===== config.mk =====
export PLATFORM = sky130hd
export DESIGN_NAME = mem_arbiter_flat
export DESIGN_NICKNAME = d
export VERILOG_FILES = /design/src/rtl/mem_arbiter_pkg.sv /design/src/rtl/mem_arbiter_if.sv /design/src/rtl/mem_arbiter.sv /design/src/flat_wrapper.sv
export SDC_FILE = /design/constraint.sdc
export NUM_CORES = 1
export LEC_CHECK = 0
export ABC_AREA = 0
export BUFFER_PORTS_ARGS = -buffer_cell sky130_fd_sc_hd__buf_2
export CAP_MARGIN = 5
export CORE_MARGIN = 4
export CORE_UTILIZATION = 40
export DETAILED_ROUTE_END_ITERATION = 8
export PLACE_DENSITY = 0.82
export SYNTH_ARGS = -nofsm -noshare
export SYNTH_HDL_FRONTEND = slang
export SYNTH_SLANG_ARGS = --single-unit

===== constraint.sdc =====
create_clock -name clk -period 2.65 [get_ports clk]
set_clock_uncertainty 0.05 [all_clocks]
set_input_delay 0.1325 -clock clk [delete_from_list [all_inputs] [get_ports clk]]
set_output_delay 0.1325 -clock clk [all_outputs]
set_load 0.02 [all_outputs]

===== src/rtl/mem_arbiter_pkg.sv =====
// Shared types for the two-port memory arbiter: FSM state encoding and the
// width of the port-A starvation counter.
// No ports; imported by mem_arbiter_if and mem_arbiter.
package rv32i_types;

  // Width of the counter that tracks consecutive port-B grants while A waits.
  localparam int STARVE_W = 4;

  typedef enum logic [1:0] {
    IDLE   = 2'd0,
    BUSY_A = 2'd1,
    BUSY_B = 2'd2,
    DONE   = 2'd3
  } arb_state_t;

endpackage


===== src/rtl/mem_arbiter_if.sv =====
// Bundles the requester ports (A: instruction read, B: data read/write) and
// the shared memory port of the arbiter.
// slave modport = arbiter view; master modport = requesters + memory view.
interface mem_arbiter_if;
  import rv32i_types::*;

  // Port A (instruction fetch, read only)
  logic        read_a;
  logic [31:0] address_a;
  logic        resp_a;
  logic [31:0] rdata_a;

  // Port B (data, read or write)
  logic        read_b;
  logic        write;
  logic [3:0]  wmask;
  logic [31:0] address_b;
  logic [31:0] wdata;
  logic        resp_b;
  logic [31:0] rdata_b;

  // Shared physical memory
  logic        pmem_read;
  logic        pmem_write;
  logic [3:0]  pmem_wmask;
  logic [31:0] pmem_address;
  logic [31:0] pmem_wdata;
  logic        pmem_resp;
  logic [31:0] pmem_rdata;

  modport slave (
    input  read_a, address_a, read_b, write, wmask, address_b, wdata,
           pmem_resp, pmem_rdata,
    output resp_a, rdata_a, resp_b, rdata_b,
           pmem_read, pmem_write, pmem_wmask, pmem_address, pmem_wdata
  );

  modport master (
    output read_a, address_a, read_b, write, wmask, address_b, wdata,
           pmem_resp, pmem_rdata,
    input  resp_a, rdata_a, resp_b, rdata_b,
           pmem_read, pmem_write, pmem_wmask, pmem_address, pmem_wdata
  );

endinterface


===== src/rtl/mem_arbiter.sv =====
// Arbitrates one shared memory between port A (instruction reads) and port B
// (data reads/writes); B has priority but A is granted after STARVE_LIMIT
// consecutive B grants while A waits. One transaction in flight at a time.
// Ports: clk, rst_n (async active-low), bus (mem_arbiter_if.slave).
module mem_arbiter
  import rv32i_types::*;
#(
  parameter int unsigned STARVE_LIMIT = 4  // legal range 1..15
) (
  input  logic           clk,
  input  logic           rst_n,
  mem_arbiter_if.slave   bus
);

  localparam logic [STARVE_W-1:0] LIMIT = STARVE_W'(STARVE_LIMIT);

  arb_state_t          state_q, state_d;
  logic [STARVE_W-1:0] starve_q, starve_d;

  // Transaction registers: the memory port is driven only from these, so a
  // requester changing its inputs mid-transaction has no effect.
  logic        owner_a_q;
  logic        is_wr_q;
  logic [31:0] addr_q;
  logic [31:0] wdata_q;
  logic [3:0]  wmask_q;
  logic [31:0] rdata_a_q;
  logic [31:0] rdata_b_q;

  logic req_b;
  logic grant_a;
  logic grant_b;

  assign req_b   = bus.read_b | bus.write;
  // A wins only when B is silent or B has used up its run of grants.
  assign grant_a = (state_q == IDLE) && bus.read_a && (!req_b || (starve_q == LIMIT));
  assign grant_b = (state_q == IDLE) && req_b && !grant_a;

  // State register
  always_ff @(posedge clk or negedge rst_n) begin
    if (!rst_n) begin
      state_q  <= IDLE;
      starve_q <= '0;
    end else begin
      state_q  <= state_d;
      starve_q <= starve_d;
    end
  end

  // Next-state logic
  always_comb begin
    state_d  = state_q;
    starve_d = starve_q;
    case (state_q)
      IDLE: begin
        if (grant_a) begin
          state_d  = BUSY_A;
          starve_d = '0;
        end else if (grant_b) begin
          state_d = BUSY_B;
          if (!bus.read_a)            starve_d = '0;
          else if (starve_q != LIMIT) starve_d = starve_q + 1'b1;
        end
      end
      BUSY_A, BUSY_B: begin
        if (bus.pmem_resp) state_d = DONE;
      end
      DONE:    state_d = IDLE;  // bubble lets the requester drop or advance
      default: state_d = IDLE;
    endcase
  end

  // Transaction capture and read-data return
  always_ff @(posedge clk or negedge rst_n) begin
    if (!rst_n) begin
      owner_a_q <= 1'b0;
      is_wr_q   <= 1'b0;
      addr_q    <= '0;
      wdata_q   <= '0;
      wmask_q   <= '0;
      rdata_a_q <= '0;
      rdata_b_q <= '0;
    end else begin
      if (grant_a) begin
        owner_a_q <= 1'b1;
        is_wr_q   <= 1'b0;
        addr_q    <= bus.address_a;
        wdata_q   <= '0;
        wmask_q   <= '0;
      end else if (grant_b) begin
        // Write takes precedence over a simultaneous read_b.
        owner_a_q <= 1'b0;
        is_wr_q   <= bus.write;
        addr_q    <= bus.address_b;
        wdata_q   <= bus.write ? bus.wdata : 32'd0;
        wmask_q   <= bus.write ? bus.wmask : 4'd0;
      end
      if ((state_q == BUSY_A) && bus.pmem_resp)
        rdata_a_q <= bus.pmem_rdata;
      if ((state_q == BUSY_B) && bus.pmem_resp && !is_wr_q)
        rdata_b_q <= bus.pmem_rdata;
    end
  end

  // Output logic
  always_comb begin
    bus.pmem_read  = 1'b0;
    bus.pmem_write = 1'b0;
    bus.resp_a     = 1'b0;
    bus.resp_b     = 1'b0;
    case (state_q)
      BUSY_A: bus.pmem_read = 1'b1;
      BUSY_B: begin
        bus.pmem_read  = !is_wr_q;
        bus.pmem_write = is_wr_q;
      end
      DONE: begin
        bus.resp_a = owner_a_q;
        bus.resp_b = !owner_a_q;
      end
      default: ;
    endcase
  end

  assign bus.pmem_address = addr_q;
  assign bus.pmem_wdata   = wdata_q;
  assign bus.pmem_wmask   = wmask_q;
  assign bus.rdata_a      = rdata_a_q;
  assign bus.rdata_b      = rdata_b_q;

endmodule


===== src/flat_wrapper.sv =====
// flat-port wrapper written by rule: the top's interface ports become plain ports
module mem_arbiter_flat import rv32i_types::*;
#(
  parameter int unsigned STARVE_LIMIT = 4                      
)
  (clk, rst_n, bus_read_a, bus_address_a, bus_read_b, bus_write, bus_wmask, bus_address_b, bus_wdata, bus_pmem_resp, bus_pmem_rdata, bus_resp_a, bus_rdata_a, bus_resp_b, bus_rdata_b, bus_pmem_read, bus_pmem_write, bus_pmem_wmask, bus_pmem_address, bus_pmem_wdata);
  mem_arbiter_if bus_i ();
  input  logic clk;
  input  logic rst_n;
  input wire logic [$bits(bus_i.read_a)-1:0] bus_read_a;
  input wire logic [$bits(bus_i.address_a)-1:0] bus_address_a;
  input wire logic [$bits(bus_i.read_b)-1:0] bus_read_b;
  input wire logic [$bits(bus_i.write)-1:0] bus_write;
  input wire logic [$bits(bus_i.wmask)-1:0] bus_wmask;
  input wire logic [$bits(bus_i.address_b)-1:0] bus_address_b;
  input wire logic [$bits(bus_i.wdata)-1:0] bus_wdata;
  input wire logic [$bits(bus_i.pmem_resp)-1:0] bus_pmem_resp;
  input wire logic [$bits(bus_i.pmem_rdata)-1:0] bus_pmem_rdata;
  output wire logic [$bits(bus_i.resp_a)-1:0] bus_resp_a;
  output wire logic [$bits(bus_i.rdata_a)-1:0] bus_rdata_a;
  output wire logic [$bits(bus_i.resp_b)-1:0] bus_resp_b;
  output wire logic [$bits(bus_i.rdata_b)-1:0] bus_rdata_b;
  output wire logic [$bits(bus_i.pmem_read)-1:0] bus_pmem_read;
  output wire logic [$bits(bus_i.pmem_write)-1:0] bus_pmem_write;
  output wire logic [$bits(bus_i.pmem_wmask)-1:0] bus_pmem_wmask;
  output wire logic [$bits(bus_i.pmem_address)-1:0] bus_pmem_address;
  output wire logic [$bits(bus_i.pmem_wdata)-1:0] bus_pmem_wdata;
  assign bus_i.read_a = bus_read_a;
  assign bus_i.address_a = bus_address_a;
  assign bus_i.read_b = bus_read_b;
  assign bus_i.write = bus_write;
  assign bus_i.wmask = bus_wmask;
  assign bus_i.address_b = bus_address_b;
  assign bus_i.wdata = bus_wdata;
  assign bus_i.pmem_resp = bus_pmem_resp;
  assign bus_i.pmem_rdata = bus_pmem_rdata;
  assign bus_resp_a = bus_i.resp_a;
  assign bus_rdata_a = bus_i.rdata_a;
  assign bus_resp_b = bus_i.resp_b;
  assign bus_rdata_b = bus_i.rdata_b;
  assign bus_pmem_read = bus_i.pmem_read;
  assign bus_pmem_write = bus_i.pmem_write;
  assign bus_pmem_wmask = bus_i.pmem_wmask;
  assign bus_pmem_address = bus_i.pmem_address;
  assign bus_pmem_wdata = bus_i.pmem_wdata;
  mem_arbiter #(.STARVE_LIMIT(STARVE_LIMIT)) u_core (.clk(clk), .rst_n(rst_n), .bus(bus_i));
endmodule

==> results_dict.tcl, run 1 <==
set metrics [dict create \
    synthFlopType "dfrtp_1" \
    syn_nets 595 \
    worstMarginPinSlew_ns 0.964 \
    crit_path_max_fanout 32 \
    routedWlPerCell_um 18.1 \
    synth_area_per_cell_um2 12.4 \
    final_util_pct 67.9 \
    gp_congestion 0.831 \
    crit_arrival_ns 2.79 \
    path_cells "inv_1, ha_2, and2_1, a21boi_2, buf_12, a21oi_1, a21oi_1, dlygate4sd3_1" \
    die_x_um 126 \
    drt_iter0_markers 298 \
    reg2reg_slack_ns 0.15 \
    status "complete, no violations" \
    grt_pass1_vias 5863 \
    fin_crit_ns 2.50 \
    overflow 0 \
    viasPerCell 5.13 \
    grt_max_degree 61 \
    power.static_leakage_nw 4.56 \
    synth.most_common_cell "dfrtp_1" \
    worstRegToRegCells 8 \
    synth_edf_count 0 \
    drive_gt1_share_pct 43.8 \
    final_hold_viol_count 0 \
    whs_ns 0.101 \
    cts_tree "built" \
    min_to "u_core.starve_q[2]" \
    max_freq_mhz 399 \
    slowest_stage "dlygate4sd3_1" \
    pre_cts_ws_ns 0.556 \
    synth_top_cell_by_area "dfrtp_1" \
    crit_top_cell "a21oi_1" \
    pwr_density_cell_nw_per_um2 1270 \
    ant_nets 0 \
    hold_path_class "primary input to flip-flop" \
    numCtsBuffers 17 \
    dr_total_vias 5360 \
    cp-end-kind "flip-flop" \
    die_area_um2 16000 \
    total_power_w 0.0116 \
    timing.rr.start "u_core.state_q[0]" \
    cp_num_buf_inv 3 \
    fin_tns_setup_ns 0 \
    cts_setup_buffers 0 \
    synth_cell_types 29 \
    layout_setup_ws_ns 0.146 \
    startpoint_type "flip-flop" \
    clk_pin_slew_ns 0.06 \
    setup_viol 0 \
    grt_usage_pct 23.7 \
    coreArea_um2 13500 \
    min_path_cells 4 \
    fin_crit_sh_pct 94.5 \
    peakVddDrop_mv 0.707 \
    synth_area_um2 5600 \
    cts_root_buffer "clkbuf_16" \
    die_y_um 126 \
    firstDrtPassIters 5 \
    cts_sinks 140 \
    yosysTopAreaCellShare_pct 62.6 \
    area_delta_synth_final_pct 63.0 \
    h-tree-depth 4 \
    rows 42 \
    rsz0062_at_grt "no" \
    maxCapViolations 0 \
    hp-start "bus_read_b" \
    ys_top_cells_by_area "dfrtp_1, mux2_2, a22o_1, a21oi_1, nand2_1" \
    crit_type "flip-flop to flip-flop" \
    port_buffers 273 \
    syn_inst 450 \
    slowest_delay_ns 0.60 \
    critPathTopFamily "buffers and inverters" \
    async_reset_ff_share_pct 100 \
    yosysWarningCount 0 \
    r2r-end "u_core.bus.pmem_address[17]" \
    dp_hpwl_um 10800 \
    ios 274 \
    drv_slew 0 \
    cp.required_ns 2.94 \
    wirelength_um 18900 \
    antenna_found_initial 0 \
    initial_utilization_pct 41.6 \
    synth_commonest_cells "dfrtp_1, a21oi_1, mux2_2" \
    worstSkewPairLatency_ns 0.41 \
    ys_seq_area_share_pct 62.6 \
    slew-limit-headroom_pct 35.5 \
    antenna_cells 0 \
    final_nets 1001 \
    drcViolationCount 0 \
    grt_pass1_wl_um 30000 \
    ys_seq_elements 140 \
    clk_path_buf_depth 2 \
]
==> sequential cells by signal, summed over array words and instances, names as in the netlist, 2 cells and up <==
signal	count
u_core.bus.pmem_address	32
u_core.bus.pmem_wdata	32
u_core.bus.rdata_a	32
u_core.bus.rdata_b	32
u_core.bus.pmem_wmask	4
u_core.starve_q	4
u_core.state_q	2
==> how the worst max path moves through the flow <==
stage	from	endpoint	slack, ns	cells after the start
2_1_floorplan	u_core.state_q[0]	u_core.bus.pmem_wdata[30]	0.69	9
4_1_cts	u_core.state_q[0]	u_core.bus.pmem_address[1]	0.10	8
3_3_place_gp	bus_read_b	u_core.bus.pmem_wdata[27]	0.60	5
3_5_place_dp	bus_read_b	u_core.bus.pmem_wdata[12]	0.56	5
5_1_grt	u_core.state_q[0]	u_core.bus.pmem_address[6]	0.02	8
6_report	u_core.state_q[0]	u_core.bus.pmem_address[17]	0.15	8
==> cells in the final DEF, fill, tap and decap left out, types with 7 or more instances in the layout <==
cell type	n
nor2_1	35
clkbuf_16	17
inv_1	7
a21oi_1	64
a22o_1	37
dfrtp_1	140
mux2_2	64
nand2_1	39
buf_2	272
buf_4	7
dlygate4sd3_1	134
==> area by class of cell <==
class	instances	area [µm²]
Clock buffer	22	474
Clock inverter	10	163
Fill cell	931	4320
Inverter	7	26.3
Multi-Input combinational cell	274	1940
Sequential cell	140	3500
Tap cell	176	220
Timing Repair Buffer	416	2810
==> worst register-to-register path: cells and delay by family (launching register included) <==
kind	cells	cell delay, ns
DFF	1	0.42
and+or+nand+nor	1	0.18
buffers and inverters	3	0.94
AOI/OAI and AO/OA	3	0.58
adders and majority gates	1	0.26
==> per-layer routing <==
metal  routed length, µm  share of wire [%]  track usage [%]  vias up
met1                6770                 36             25.5     2603
met5                   0                  0                0        -
met3                1580                8.4             7.57       61
met2                9910                 52             42.1      319
met4                 656                3.5             11.2        0
li1                    -                  -                -     2377
==> power breakdown <==
group	leakage [nW]	total, W	switching, W	internal [W]
combinational	2.58	0.00536	0.00304	0.00232
sequential	1.68	0.00371	0.000558	0.00315
clock	0.306	0.00253	0.000882	0.00165
==> metrics by stage <==
step / cell area (µm²) / std cells
2_1_floorplan: 5600 / 450
3_3_place_gp: 7140 / 879
3_5_place_dp: 7140 / 879
4_1_cts: 9110 / 1045
5_1_grt: 9130 / 1045
6_report: 9130 / 1045
==> cells by family (layout without fill, tap and decap cells) <==
logic type,count (synthesis),in the layout,synth area share [%]
DFF,140,140,62.6
AOI/OAI and AO/OA,114,114,13.2
and+or+nand+nor,88,88,6.55
muxes,64,64,12.9
buffers and inverters,36,455,3.15
adders and majority gates,7,7,1.56
xor gates and xnor gates,1,1,0.156
==> timing repair <==
item / 4_1_cts / 5_1_grt
hold buffers: 134 / 0
hold endpoints to repair: 190 / 0
setup endpoints to repair: 0 / 32
resized for setup: 0 / 4
Note: power is estimated with default switching activity, not from simulation.
==> run 2: changes to the inputs <==
--- a/config.mk
+++ b/config.mk
@@ -12,6 +12,7 @@
 export CORE_UTILIZATION = 40
 export DETAILED_ROUTE_END_ITERATION = 8
 export PLACE_DENSITY = 0.82
+export RECOVER_POWER = 100
 export SYNTH_ARGS = -nofsm -noshare
 export SYNTH_HDL_FRONTEND = slang
 export SYNTH_SLANG_ARGS = --single-unit
==> run 2 against run 1 <==
  * Global-route usage stayed put
  * Routed wire length is 0.26% lower
  * First-iteration DRC count is 1.7% higher
  * Power is 2.2% lower
  * Count of clock-buffer cells in the layout stayed put
  * Sequential power hardly changed
  * Clock power hardly changed
  * Design area is 2.1% lower
  * Die area stayed put
  * Utilization is 1.4 points lower
  * Critical path type unchanged
  * Largest cell class unchanged
  * Highest routed layer unchanged
==> results_dict.tcl, run 2 (synthesis gave the netlist of run 1 again) <==
set metrics [dict create \
    cp.required_ns 2.94 \
    pwr_density_cell_nw_per_um2 1270 \
    min_path_cells 4 \
    final_util_pct 66.5 \
    slowest_delay_ns 0.59 \
    final_nets 1001 \
    crit_top_cell "a21oi_1" \
    routedWlPerCell_um 18.0 \
    die_x_um 126 \
    crit_path_max_fanout 32 \
    final_hold_viol_count 0 \
    final_cell_mix "dfrtp_1, clkbuf_1, buf_2" \
    slowest_stage "dlygate4sd3_1" \
    status "complete, no violations" \
    fin_tns_setup_ns 0 \
    numCtsBuffers 17 \
    wirelength_um 18900 \
    crit_arrival_ns 2.78 \
    maxCapViolations 0 \
    worstMarginPinSlew_ns 1.47 \
    die_y_um 126 \
    drv_slew 0 \
    cts_root_buffer "clkbuf_16" \
    wl_met2_um 9810 \
    wl_met3_um 1600 \
    cp-end-kind "flip-flop" \
    rows 42 \
    wl_met1_um 6660 \
    rsz0062_at_grt "no" \
    whs_ns 0.0996 \
    firstDrtPassIters 5 \
    grt_usage_pct 23.7 \
    worstRegToRegCells 8 \
    grt_pass1_vias 5863 \
    cts_setup_buffers 0 \
    place_area_um2 7140 \
    reg2reg_slack_ns 0.16 \
    grt_pass1_wl_um 30000 \
    path_cells "inv_1, ha_2, and2_1, a21boi_2, buf_12, a21oi_1, a21oi_1, dlygate4sd3_1" \
    grt_max_degree 61 \
    startpoint_type "flip-flop" \
    peakVddDrop_mv 0.698 \
    initial_utilization_pct 41.6 \
    fill_cells 1040 \
    final_cell_area_um2 8940 \
    top_layer "met4" \
    antenna_cells 0 \
    hold_path_class "primary input to flip-flop" \
    pre_cts_ws_ns 0.556 \
    antenna_found_initial 0 \
    viasPerCell 5.14 \
    ios 274 \
    seqCellArea_um2 3500 \
    layout_setup_ws_ns 0.162 \
    clk_pin_slew_ns 0.06 \
    drcViolationCount 0 \
    ant_nets 0 \
    dp_hpwl_um 10800 \
    dr_total_vias 5371 \
    drt_iter0_markers 303 \
    drive_gt1_share_pct 28.0 \
    overflow 0 \
    fin_crit_ns 2.49 \
    power.static_leakage_nw 4.15 \
    clk_path_buf_depth 2 \
    cts_tree "built" \
    setup_viol 0 \
    cts_sinks 140 \
    gp_congestion 0.831 \
    max_freq_mhz 402 \
    slew-limit-headroom_pct 1.84 \
    worstSkewPairLatency_ns 0.41 \
    final_common_cell "dfrtp_1" \
    port_buffers 273 \
    multi_input_area_um2 1930 \
    crit_type "flip-flop to flip-flop" \
    coreArea_um2 13500 \
    area_delta_synth_final_pct 59.7 \
    die_area_um2 16000 \
    fin_crit_sh_pct 93.9 \
    h-tree-depth 4 \
]
run 2: changes by cell type in the layout (fill, tap and decap cells not counted):
cell	delta
buf_6	-1
clkbuf_2	+4
buf_2	-136
mux2_1	+2
clkbuf_1	+136
and3_2	+1
mux2_2	-2
and3_4	-1
buf_4	-3
run 2: cell type report:
type | count | share of cell area, %
multi-input cells | 274 | 21.6
inverters | 7 | 0.294
repair buffers | 416 | 29.3
well taps | 176 | 2.46
flip-flops and latches | 140 | 39.2
clock inverters | 10 | 1.82
clock buffers | 22 | 5.30
run 2: final timing paths:
kind / endpoint / startpoint
worst max-delay path: u_core.bus.pmem_address[17] / u_core.state_q[0]
worst min-delay path: u_core.starve_q[2] / bus_read_b
worst max register to register: u_core.bus.pmem_address[17] / u_core.state_q[0]
worst min register to register: u_core.bus.rdata_b[11] / u_core.bus.rdata_b[11]
max in group asynchronous: u_core.bus.pmem_wdata[9] / rst_n
min in group asynchronous: u_core.bus.pmem_address[4] / rst_n
run 2: critical path, delay by kind of cell (launching register included):
family	cells	cell delay (ns)
compound gates	3	0.56
flops	1	0.42
buf+inv	3	0.93
simple gates	1	0.18
fa+ha+maj	1	0.26
run 2: timing repair:
item | 4_1_cts | 5_1_grt
setup endpoints to repair | 0 | 32
hold buffers | 134 | 0
endpoints found under the hold margin | 190 | 0
resized for setup | 0 | 4
run 2: metal layers:
layer  global-route usage, %  vias to the layer above
li1                        -                     2380
met1                    25.5                     2597
met2                    42.1                      324
met3                    7.57                       70
met4                    11.2                        0
met5                       0                        -
run 2: metrics by stage:
step	cells	total power (W)
after floorplan	450	0.00666
after global placement	879	0.00815
after detailed placement	879	0.00831
after CTS	1045	0.0115
after global routing	1045	0.0120
final	1045	0.0113
run 2: report_power, final:
part           total (W)  switching (W)  internal [W]  leakage, nW
Sequential       0.00374       0.000588       0.00315         1.68
Clock            0.00254       0.000887       0.00165        0.306
Combinational    0.00507        0.00303       0.00204         2.16
Total             0.0113        0.00450       0.00684         4.15
==> run 3: changes to the inputs <==
--- a/config.mk
+++ b/config.mk
@@ -5,13 +5,13 @@
 export SDC_FILE = /design/constraint.sdc
 export NUM_CORES = 1
 export LEC_CHECK = 0
-export ABC_AREA = 0
+export ABC_AREA = 1
 export BUFFER_PORTS_ARGS = -buffer_cell sky130_fd_sc_hd__buf_2
 export CAP_MARGIN = 5
 export CORE_MARGIN = 4
 export CORE_UTILIZATION = 40
 export DETAILED_ROUTE_END_ITERATION = 8
-export PLACE_DENSITY = 0.82
+export PLACE_DENSITY = 0.8
 export RECOVER_POWER = 100
 export SYNTH_ARGS = -nofsm -noshare
 export SYNTH_HDL_FRONTEND = slang
==> run 3 against run 2 <==
  * Worst hold slack got worse by 0.072 ns
  * The run now ends with max-capacitance violations, max-slew violations left
  * Critical path type unchanged
  * Design area increased by 3.9%
  * Largest power group unchanged
  * Routed wire length up 5.1%
  * Register-to-register slack worse by 0.02 ns
  * Power is 6.4% lower
  * Count of clock-buffer cells in the layout shrank 5
  * Clock power shrank 9.8%
==> results_dict.tcl, run 3 <==
set metrics [dict create \
    status "complete, but fails checks" \
    violations "max-capacitance violations, max-slew violations" \
    dr_total_vias 6324 \
    area_delta_synth_final_pct 50.4 \
    cts_tree "built" \
    firstDrtPassIters 5 \
    synth_commonest_cells "nand2_1, dfrtp_1, inv_1" \
    cp.required_ns 2.94 \
    fin_crit_ns 2.51 \
    initial_utilization_pct 40.8 \
    hold_path_class "primary input to flip-flop" \
    clk_pin_slew_ns 0.06 \
    grt_usage_pct 22.6 \
    syn_nets 851 \
    ant_nets 0 \
    slew-limit-headroom_pct -3.97 \
    synth_edf_count 0 \
    rows 45 \
    ys_seq_elements 140 \
    routedWlPerCell_um 15.3 \
    synth_area_um2 6180 \
    drv_slew 60 \
    rsz0062_at_grt "no" \
    synth_area_per_cell_um2 8.75 \
    ys_top_cells_by_area "dfrtp_1, nand2_1, o21ai_0, inv_1, nand3b_1" \
    setup_viol 0 \
    worstRegToRegCells 10 \
    port_buffers 273 \
    yosysTopAreaCellShare_pct 56.7 \
    overflow 0 \
    crit_path_max_fanout 34 \
    antenna_found_initial 1 \
    wl_met3_um 1600 \
    maxCapViolations 1 \
    synth_top_cell_by_area "dfrtp_1" \
    viasPerCell 4.88 \
    die_x_um 132 \
    cp-endpoint "u_core.bus.pmem_address[17]" \
    gp_congestion 0.828 \
    numCtsBuffers 17 \
    crit_type "flip-flop to flip-flop" \
    wl_met2_um 9690 \
    h-tree-depth 4 \
    cts_resized 0 \
    final_nets 1238 \
    dp_hpwl_um 12000 \
    whs_ns 0.0279 \
    crit_arrival_ns 2.80 \
    drive_gt1_share_pct 18.7 \
    synth_cell_types 24 \
    grt_max_degree 73 \
    r2r-end "u_core.bus.pmem_address[17]" \
    cp-end-kind "flip-flop" \
    power.static_leakage_nw 4.79 \
    ys_seq_area_share_pct 56.7 \
    final_hold_viol_count 0 \
    crit_path_start "u_core.starve_q[0]" \
    final_cell_mix "nand2_1, dfrtp_1, buf_2, clkbuf_1, dlygate4sd3_1" \
    clk_path_buf_depth 2 \
    grt_pass1_wl_um 32300 \
    async_reset_ff_share_pct 100 \
    die_y_um 132 \
    wirelength_um 19800 \
    peakVddDrop_mv 0.666 \
    syn_inst 706 \
    fin_tns_setup_ns 0 \
    reg2reg_slack_ns 0.14 \
    pwr_density_cell_nw_per_um2 1140 \
    startpoint_type "flip-flop" \
    fin_crit_sh_pct 94.6 \
    wl_met1_um 7870 \
    top_layer "met4" \
    coreArea_um2 15100 \
    total_power_w 0.0106 \
    synthFlopType "dfrtp_1" \
    cts_root_buffer "clkbuf_16" \
    drt_iter0_markers 312 \
    synth.most_common_cell "nand2_1" \
    final_common_cell "nand2_1" \
    drcViolationCount 0 \
    cts_sinks 140 \
    die_area_um2 17500 \
    yosysWarningCount 0 \
    worstMarginPinSlew_ns 1.56 \
    timing.rr.start "u_core.starve_q[0]" \
    cts_setup_buffers 0 \
    max_freq_mhz 399 \
    worstSkewPairLatency_ns 0.41 \
    ios 274 \
    grt_pass1_vias 6492 \
]
run 3: critical path, cell delays in order (launching register included):
cell,delay [ns]
dfrtp_1,0.42
inv_1,0.07
ha_1,0.15
nand3_2,0.10
nand2_4,0.33
nand2_4,0.27
buf_12,0.26
o21ai_1,0.10
nand2_1,0.06
dlygate4sd3_1,0.55
nand2_1,0.06
run 3: power by group:
group,internal [W],total (W),switching (W)
combinational,0.00139,0.00458,0.00318
sequential,0.00315,0.00375,0.000602
clock,0.00125,0.00229,0.00104
total,0.00579,0.0106,0.00482
run 3: layout make-up:
type                    count  area (µm²)
well taps                 188         235
flip-flops and latches    140        3500
fillers                  1283        5850
inverters                  80         300
repair buffers            406        2520
multi-input cells         448        2160
clock buffers              17         425
diodes                      1        2.50
clock inverters            15         146
run 3: worst min path at each step:
stage          cells after the start              start                     endpoint
5_1_grt                            5   bus_address_b[7]   u_core.bus.pmem_address[7]
6_report                           5  bus_address_b[25]  u_core.bus.pmem_address[25]
4_1_cts                            4  bus_address_a[27]  u_core.bus.pmem_address[27]
3_5_place_dp                       1              rst_n     u_core.bus.pmem_wdata[8]
3_3_place_gp                       1              rst_n    u_core.bus.pmem_wdata[10]
2_1_floorplan                      0              rst_n   u_core.bus.pmem_address[0]
run 3: kinds of logic (layout without fill, tap and decap cells):
logic type	Yosys count	in the layout	share of synthesized area, %
flip-flops	140	140	56.7
AND/OR/NAND/NOR	337	337	23.8
XOR/XNOR	2	2	0.284
buffers and inverters	118	518	8.18
other	0	1	0
AO/OA/AOI/OAI	102	102	9.60
adder cells (fa/ha/maj)	7	7	1.42
run 3: per-layer routing:
layer / GRT usage (%) / up-vias
met5: 0 / -
met3: 6.41 / 50
li1: - / 2986
met1: 27.0 / 2966
met4: 10.3 / 0
met2: 38.0 / 322
run 3: repair_timing:
action / 4_1_cts / 5_1_grt
endpoints found under the setup margin: 0 / 0
endpoints found under the hold margin: 190 / 0
hold buffers: 123 / 0
run 3: stage by stage:
stage	instance area [µm²]	setup WS (ns)	std cells	util [%]
2_1_floorplan	6180	1.21	706	-
3_3_place_gp	7690	0.650	1139	50.8
3_5_place_dp	7690	0.613	1139	50.8
4_1_cts	9500	0.139	1294	62.7
5_1_grt	9290	0.0201	1295	61.3
6_report	9290	0.142	1295	61.3
